==> config.mk <==
export PLATFORM = sky130hd
export DESIGN_NAME = mac_arbiter_flat
export DESIGN_NICKNAME = d
export VERILOG_FILES = /design/src/rtl/mac_arbiter_if.sv /design/src/rtl/mac_arbiter.sv /design/src/flat_wrapper.sv
export SDC_FILE = /design/constraint.sdc
export NUM_CORES = 1
export LEC_CHECK = 0
export CAP_MARGIN = 20
export CORE_AREA = 2 2 149 151
export CTS_BUF_LIST = sky130_fd_sc_hd__clkbuf_4
export DETAILED_ROUTE_END_ITERATION = 16
export DIE_AREA = 0 0 151 153
export PLACE_DENSITY = 0.63
export SYNTH_ARGS = -nofsm -noshare
export SYNTH_HDL_FRONTEND = slang
export SYNTH_SLANG_ARGS = --single-unit
==> constraint.sdc <==
create_clock -name tb_clk -period 7 [get_ports tb_clk]
set_clock_uncertainty 0.05 [all_clocks]
set_input_delay 1.4 -clock tb_clk [delete_from_list [all_inputs] [get_ports tb_clk]]
set_output_delay 1.4 -clock tb_clk [all_outputs]
set_load 0.02 [all_outputs]
==> src/rtl/mac_arbiter_if.sv <==
// Handshake bundle between two requesters, the shared MAC datapath and the arbiter.
// The slave modport is the arbiter side; master is the surrounding system.
interface mac_arbiter_if;
   logic               r0_valid, r0_ready;
   logic signed [15:0] r0_a, r0_b, r0_c, r0_d, r0_e;
   logic               r1_valid, r1_ready;
   logic signed [15:0] r1_a, r1_b, r1_c, r1_d, r1_e;
   logic               m_in_valid, m_in_ready;
   logic signed [15:0] m_a, m_b, m_c, m_d, m_e;
   logic               m_out_valid, m_out_ready;
   logic signed [31:0] m_y;
   logic               s0_valid, s0_ready;
   logic signed [31:0] s0_y;
   logic               s1_valid, s1_ready;
   logic signed [31:0] s1_y;
   logic [15:0]        grant_cnt0, grant_cnt1;
   logic               err;

   modport slave (
      input  r0_valid, r0_a, r0_b, r0_c, r0_d, r0_e,
      input  r1_valid, r1_a, r1_b, r1_c, r1_d, r1_e,
      input  m_in_ready, m_out_valid, m_y, s0_ready, s1_ready,
      output r0_ready, r1_ready, m_in_valid, m_a, m_b, m_c, m_d, m_e,
      output m_out_ready, s0_valid, s0_y, s1_valid, s1_y,
      output grant_cnt0, grant_cnt1, err
   );

   modport master (
      output r0_valid, r0_a, r0_b, r0_c, r0_d, r0_e,
      output r1_valid, r1_a, r1_b, r1_c, r1_d, r1_e,
      output m_in_ready, m_out_valid, m_y, s0_ready, s1_ready,
      input  r0_ready, r1_ready, m_in_valid, m_a, m_b, m_c, m_d, m_e,
      input  m_out_ready, s0_valid, s0_y, s1_valid, s1_y,
      input  grant_cnt0, grant_cnt1, err
   );
endinterface

==> src/rtl/mac_arbiter.sv <==
// Round-robin arbiter for two requesters sharing one in-order MAC datapath.
// An ID FIFO remembers which requester each in-flight operation belongs to.
module mac_arbiter #(
   parameter int DEPTH = 4
) (
   input  logic          tb_clk,
   input  logic          tb_rst,
   mac_arbiter_if.slave  bus
);
   localparam int AW = (DEPTH > 1) ? $clog2(DEPTH) : 1;
   localparam int CW = AW + 1;
   localparam logic [CW-1:0] FULL_CNT = CW'(DEPTH);

   logic [1:0]    r_rst_sync;
   logic          w_rst_n;
   logic          r_ids [DEPTH];
   logic [AW-1:0] r_wr_ptr, r_rd_ptr;
   logic [CW-1:0] r_count;
   logic          r_last;
   logic [15:0]   r_cnt0, r_cnt1;
   logic          r_err;
   logic          w_full, w_empty, w_any, w_gnt, w_head, w_issue, w_ret;

   // Assert asynchronously, release on the second clock edge.
   always_ff @(posedge tb_clk or negedge tb_rst) begin
      if (!tb_rst) r_rst_sync <= 2'b00;
      else         r_rst_sync <= {r_rst_sync[0], 1'b1};
   end
   assign w_rst_n = r_rst_sync[1];

   assign w_full  = (r_count == FULL_CNT);
   assign w_empty = (r_count == '0);
   assign w_any   = bus.r0_valid | bus.r1_valid;
   assign w_gnt   = (bus.r0_valid & bus.r1_valid) ? ~r_last : bus.r1_valid;
   assign w_head  = r_ids[r_rd_ptr];

   assign bus.m_in_valid = w_rst_n & w_any & ~w_full;
   assign bus.r0_ready   = w_rst_n & w_any & bus.m_in_ready & ~w_full & ~w_gnt;
   assign bus.r1_ready   = w_rst_n & w_any & bus.m_in_ready & ~w_full &  w_gnt;
   assign bus.m_a = w_gnt ? bus.r1_a : bus.r0_a;
   assign bus.m_b = w_gnt ? bus.r1_b : bus.r0_b;
   assign bus.m_c = w_gnt ? bus.r1_c : bus.r0_c;
   assign bus.m_d = w_gnt ? bus.r1_d : bus.r0_d;
   assign bus.m_e = w_gnt ? bus.r1_e : bus.r0_e;

   assign bus.s0_valid    = w_rst_n & bus.m_out_valid & ~w_empty & ~w_head;
   assign bus.s1_valid    = w_rst_n & bus.m_out_valid & ~w_empty &  w_head;
   assign bus.s0_y        = bus.m_y;
   assign bus.s1_y        = bus.m_y;
   assign bus.m_out_ready = w_rst_n & ~w_empty & (w_head ? bus.s1_ready : bus.s0_ready);

   assign bus.grant_cnt0 = r_cnt0;
   assign bus.grant_cnt1 = r_cnt1;
   assign bus.err        = r_err;

   assign w_issue = bus.m_in_valid & bus.m_in_ready;
   assign w_ret   = bus.m_out_valid & bus.m_out_ready;

   always_ff @(posedge tb_clk or negedge w_rst_n) begin
      if (!w_rst_n) begin
         for (int i = 0; i < DEPTH; i++) r_ids[i] <= 1'b0;
         r_wr_ptr <= '0;
         r_rd_ptr <= '0;
         r_count  <= '0;
         r_last   <= 1'b1;
         r_cnt0   <= '0;
         r_cnt1   <= '0;
         r_err    <= 1'b0;
      end else begin
         if (w_issue) begin
            r_ids[r_wr_ptr] <= w_gnt;
            r_wr_ptr        <= r_wr_ptr + AW'(1);
            r_last          <= w_gnt;
            if (!w_gnt && r_cnt0 != 16'hFFFF) r_cnt0 <= r_cnt0 + 16'd1;
            if ( w_gnt && r_cnt1 != 16'hFFFF) r_cnt1 <= r_cnt1 + 16'd1;
         end
         if (w_ret) r_rd_ptr <= r_rd_ptr + AW'(1);
         if (w_issue && !w_ret)      r_count <= r_count + CW'(1);
         else if (!w_issue && w_ret) r_count <= r_count - CW'(1);
         // A result with nothing outstanding is dropped and flagged.
         if (bus.m_out_valid && w_empty) r_err <= 1'b1;
      end
   end
endmodule
==> src/flat_wrapper.sv <==
// flat-port wrapper written by rule: the top's interface ports become plain ports
module mac_arbiter_flat 
#(
   parameter int DEPTH = 4
)
  (tb_clk, tb_rst, bus_r0_valid, bus_r0_a, bus_r0_b, bus_r0_c, bus_r0_d, bus_r0_e, bus_r1_valid, bus_r1_a, bus_r1_b, bus_r1_c, bus_r1_d, bus_r1_e, bus_m_in_ready, bus_m_out_valid, bus_m_y, bus_s0_ready, bus_s1_ready, bus_r0_ready, bus_r1_ready, bus_m_in_valid, bus_m_a, bus_m_b, bus_m_c, bus_m_d, bus_m_e, bus_m_out_ready, bus_s0_valid, bus_s0_y, bus_s1_valid, bus_s1_y, bus_grant_cnt0, bus_grant_cnt1, bus_err);
  mac_arbiter_if bus_i ();
  input  logic tb_clk;
  input  logic tb_rst;
  input wire logic [$bits(bus_i.r0_valid)-1:0] bus_r0_valid;
  input wire logic [$bits(bus_i.r0_a)-1:0] bus_r0_a;
  input wire logic [$bits(bus_i.r0_b)-1:0] bus_r0_b;
  input wire logic [$bits(bus_i.r0_c)-1:0] bus_r0_c;
  input wire logic [$bits(bus_i.r0_d)-1:0] bus_r0_d;
  input wire logic [$bits(bus_i.r0_e)-1:0] bus_r0_e;
  input wire logic [$bits(bus_i.r1_valid)-1:0] bus_r1_valid;
  input wire logic [$bits(bus_i.r1_a)-1:0] bus_r1_a;
  input wire logic [$bits(bus_i.r1_b)-1:0] bus_r1_b;
  input wire logic [$bits(bus_i.r1_c)-1:0] bus_r1_c;
  input wire logic [$bits(bus_i.r1_d)-1:0] bus_r1_d;
  input wire logic [$bits(bus_i.r1_e)-1:0] bus_r1_e;
  input wire logic [$bits(bus_i.m_in_ready)-1:0] bus_m_in_ready;
  input wire logic [$bits(bus_i.m_out_valid)-1:0] bus_m_out_valid;
  input wire logic [$bits(bus_i.m_y)-1:0] bus_m_y;
  input wire logic [$bits(bus_i.s0_ready)-1:0] bus_s0_ready;
  input wire logic [$bits(bus_i.s1_ready)-1:0] bus_s1_ready;
  output wire logic [$bits(bus_i.r0_ready)-1:0] bus_r0_ready;
  output wire logic [$bits(bus_i.r1_ready)-1:0] bus_r1_ready;
  output wire logic [$bits(bus_i.m_in_valid)-1:0] bus_m_in_valid;
  output wire logic [$bits(bus_i.m_a)-1:0] bus_m_a;
  output wire logic [$bits(bus_i.m_b)-1:0] bus_m_b;
  output wire logic [$bits(bus_i.m_c)-1:0] bus_m_c;
  output wire logic [$bits(bus_i.m_d)-1:0] bus_m_d;
  output wire logic [$bits(bus_i.m_e)-1:0] bus_m_e;
  output wire logic [$bits(bus_i.m_out_ready)-1:0] bus_m_out_ready;
  output wire logic [$bits(bus_i.s0_valid)-1:0] bus_s0_valid;
  output wire logic [$bits(bus_i.s0_y)-1:0] bus_s0_y;
  output wire logic [$bits(bus_i.s1_valid)-1:0] bus_s1_valid;
  output wire logic [$bits(bus_i.s1_y)-1:0] bus_s1_y;
  output wire logic [$bits(bus_i.grant_cnt0)-1:0] bus_grant_cnt0;
  output wire logic [$bits(bus_i.grant_cnt1)-1:0] bus_grant_cnt1;
  output wire logic [$bits(bus_i.err)-1:0] bus_err;
  assign bus_i.r0_valid = bus_r0_valid;
  assign bus_i.r0_a = bus_r0_a;
  assign bus_i.r0_b = bus_r0_b;
  assign bus_i.r0_c = bus_r0_c;
  assign bus_i.r0_d = bus_r0_d;
  assign bus_i.r0_e = bus_r0_e;
  assign bus_i.r1_valid = bus_r1_valid;
  assign bus_i.r1_a = bus_r1_a;
  assign bus_i.r1_b = bus_r1_b;
  assign bus_i.r1_c = bus_r1_c;
  assign bus_i.r1_d = bus_r1_d;
  assign bus_i.r1_e = bus_r1_e;
  assign bus_i.m_in_ready = bus_m_in_ready;
  assign bus_i.m_out_valid = bus_m_out_valid;
  assign bus_i.m_y = bus_m_y;
  assign bus_i.s0_ready = bus_s0_ready;
  assign bus_i.s1_ready = bus_s1_ready;
  assign bus_r0_ready = bus_i.r0_ready;
  assign bus_r1_ready = bus_i.r1_ready;
  assign bus_m_in_valid = bus_i.m_in_valid;
  assign bus_m_a = bus_i.m_a;
  assign bus_m_b = bus_i.m_b;
  assign bus_m_c = bus_i.m_c;
  assign bus_m_d = bus_i.m_d;
  assign bus_m_e = bus_i.m_e;
  assign bus_m_out_ready = bus_i.m_out_ready;
  assign bus_s0_valid = bus_i.s0_valid;
  assign bus_s0_y = bus_i.s0_y;
  assign bus_s1_valid = bus_i.s1_valid;
  assign bus_s1_y = bus_i.s1_y;
  assign bus_grant_cnt0 = bus_i.grant_cnt0;
  assign bus_grant_cnt1 = bus_i.grant_cnt1;
  assign bus_err = bus_i.err;
  mac_arbiter #(.DEPTH(DEPTH)) u_core (.tb_clk(tb_clk), .tb_rst(tb_rst), .bus(bus_i));
endmodule
==> results.yml <==
logic_synthesis:
  ys.flop_type: "dfrtp_1"
  yosysTopAreaCell: "dfrtp_1"
  ys_types: 44
  synth.top_cell.area_share: 0.3073
  synthCells: 525
  synthArstFlopShare: 1.000
  ys_seq_area_frac: 0.3143
  synth_edf_count: 0
  synth.ff_latch_count: 47
  avgSynthCellArea_sq_um: 7.135
  netlist_top_cells_area: "dfrtp_1 (31%), nand2_1 (26%), buf_4 (13%)"
  synth_area_sq_mm: 0.003746
  yosysWarnings: 0
  synth_nets: 733
cts:
  cts_tree: "yes"
  numClockSinks: 47
  numCtsBuffers: 5
  clk_latency_ps: 350
  postCtsSetupBuffers: 0
  cts.htree.levels: 2
  holdBufCountCts: 0
  cts_root_buf: "clkbuf_4"
  cts.reportedPaths.clkPinSlew_ps: 150
  cts.repair.resized: 0
  cts_buffer_depth: 2
power:
  p_sw_uw: 506.0
  vdd_drop_max_mv: 0.06735
  swShare: 0.4074
  leakage_uw: 0.002871
  power_density_mw_per_mm2: 190.2
  pwr-share-seq: 0.323
  internal_power_uw: 736.0
  p_comb_frac: 0.576
  power.share.clock: 0.102
timing:
  fmax_mhz: 187.0
  rsz0062_at_grt: "no"
  timing.final.hold_violations: 0
  fin_crit_ps: 5349
  min_period_over_period: 0.7641
  setup-tns-final_ps: 0
  tightestPinTransition_ps: 611.2
  maxSlewViolCount: 0
  hold_slack_ps: 306.6
  max_slew_margin: 0.5925
  setup_viol: 0
worst_setup_path:
  critPathMaxFanout: 44
  worstSetupPathType: "in2out"
  required_ps: 5550
  rr_startpoint: "u_core.r_rst_sync[1]"
  start_kind: "input port"
  cp-end-kind: "primary output"
  reg2reg_slack_ps: 4160
  critPathArrivalTime_ps: 3900
  regToRegEndpoint: "u_core.r_count[2]"
  ff2ff_path_depth: 11
routing:
  avgRoutedWirePerCell_um: 17.32
  post-route-drc-count: 0
  wl_met2_mm: 7.540
  dr.pass1.iters: 4
  first_iter_violations: 210
  wirelength_mm: 17.72
  met1_length_mm: 6.392
  vias: 4091
  wl_met3_mm: 3.516
  ant_nets: 0
  viasPerCell: 3.999
  maxUsedRoutingLayer: "met4"
final_layout:
  drive_gt1_frac: 0.04582
  syn_to_final_growth_pct: 74.35
  final_nets: 949
  fillers: 2337
place:
  place_hpwl_mm: 15.09
  gp_congestion: 0.8702
  port_buffers: 286
status:
  status: "complete, no violations"
grt:
  grt_first_pass_wirelength_mm: 25.43
  grt_max_degree: 55
  antenna_found_initial: 1
  grt_usage: 0.1481
  gr-total-overflow: 0
  grt_pass1_vias: 4207
floorplan:
  fp.coreArea_sq_mm: 0.02149
  fp.dieArea_sq_mm: 0.02310
  die-width_um: 151
  num_rows: 54
  start_util: 0.1744
  num_io_pins: 383
  chipHeight_um: 153
flow_run:
  cap_violations: 0
min_path:
  hp-class: "reg2async"
## metrics by stage
step           utilization  power (uW)  cells  setup WS, ps  area [sq um]
2_1_floorplan            -       804.7    525          2910          3746
3_3_place_gp        0.3014        1120   1014          1632          6476
3_5_place_dp        0.3014        1127   1014          1621          6476
4_1_cts             0.3039        1261   1022          1609          6529
5_1_grt             0.3040        1336   1023          1446          6531
6_report            0.3040        1242   1023          1651          6531
## flip-flops by register name (all words and copies together) (netlist names)
name	cells
u_core.r_wr_ptr	2
u_core.r_count	3
u_core.r_rst_sync	2
u_core.bus.grant_cnt0	16
u_core.r_last	1
u_core.r_rd_ptr	2
u_core.r_ids	4
u_core.bus.grant_cnt1	16
u_core.bus.err	1
## critical path, stage by stage
cell             delay, ps
clkdlybuf4s50_1        580
a21bo_4                540
buf_4                  500
nand2_1                100
nand2_1                 90
clkdlybuf4s50_1        660
## power by group through the flow
| stage | registers, uW | logic, uW | clock network [uW] |
|---|---|---|---|
| after floorplan | 422 | 383 | 0 |
| after global placement | 403 | 717 | 0 |
| after detailed placement | 407 | 720 | 0 |
| after CTS | 402 | 724 | 135 |
| after global routing | 411 | 779 | 147 |
| final | 401 | 715 | 126 |
## worst max path at each step
stage	start	end	slack [ps]	cells past startpoint
2_1_floorplan	bus_r1_valid	bus_m_d[10]	2910	5
3_3_place_gp	bus_r0_valid	bus_m_b[14]	1630	6
3_5_place_dp	bus_r0_valid	bus_m_b[14]	1620	6
4_1_cts	bus_r0_valid	bus_m_b[14]	1610	6
5_1_grt	bus_r0_valid	bus_m_a[2]	1450	6
6_report	bus_r0_valid	bus_m_a[2]	1650	6
## kinds of logic (layout without fill, tap and decap cells)
kind of cell    after synthesis  after routing  synth area share
buf+inv                      91            308            0.1573
simple gates                321            321            0.3607
flops                        47             47            0.3143
other cells                   1              2          0.001001
xor+xnor                     32             32           0.07482
fa+ha+maj                     8              8           0.02872
mux                          12             12           0.03808
compound gates               13             13           0.02505
## metal layers
| layer | vias up | global-route usage |
|---|---|---|
| met5 | - | 0 |
| met4 | 0 | 0.02804 |
| met3 | 18 | 0.1290 |
| met2 | 207 | 0.2253 |
| met1 | 1830 | 0.1563 |
| li1 | 2036 | - |
## placed cells by master, fill, tap and decap left out, drive strengths merged, types with 8 or more instances in the layout
| cell | n |
|---|---|
| clkdlybuf4s50 | 286 |
| nand2 | 256 |
| dfrtp | 46 |
| xnor2 | 20 |
| nand4 | 14 |
| nor2 | 13 |
| nand3 | 12 |
| xor2 | 12 |
| mux2 | 8 |
## synth_stat cells (3+ instances only)
cell	count
buf_4	64
mux2i_1	3
xnor2_1	20
o21ai_0	3
nand3_1	12
dfrtp_1	46
nor2_1	13
and3_1	4
mux2_2	8
clkbuf_1	17
nor4_1	4
xor2_1	12
nand2_1	256
nor3_2	3
ha_1	7
inv_1	7
nand4_1	14
nor3_1	3
## cell type report
class | instances | area [sq um] | area share
Timing Repair Buffer | 292 | 2920 | 0.4471
Multi-Input combinational cell | 387 | 1997 | 0.3057
Sequential cell | 47 | 1179 | 0.1805
Tap cell | 280 | 350.3 | 0.05364
Clock buffer | 5 | 37.54 | 0.005747
Inverter | 8 | 30.03 | 0.004598
Clock inverter | 3 | 15.01 | 0.002299
Antenna cell | 1 | 2.502 | 0.0003831
(Power assumes the default switching activity.)
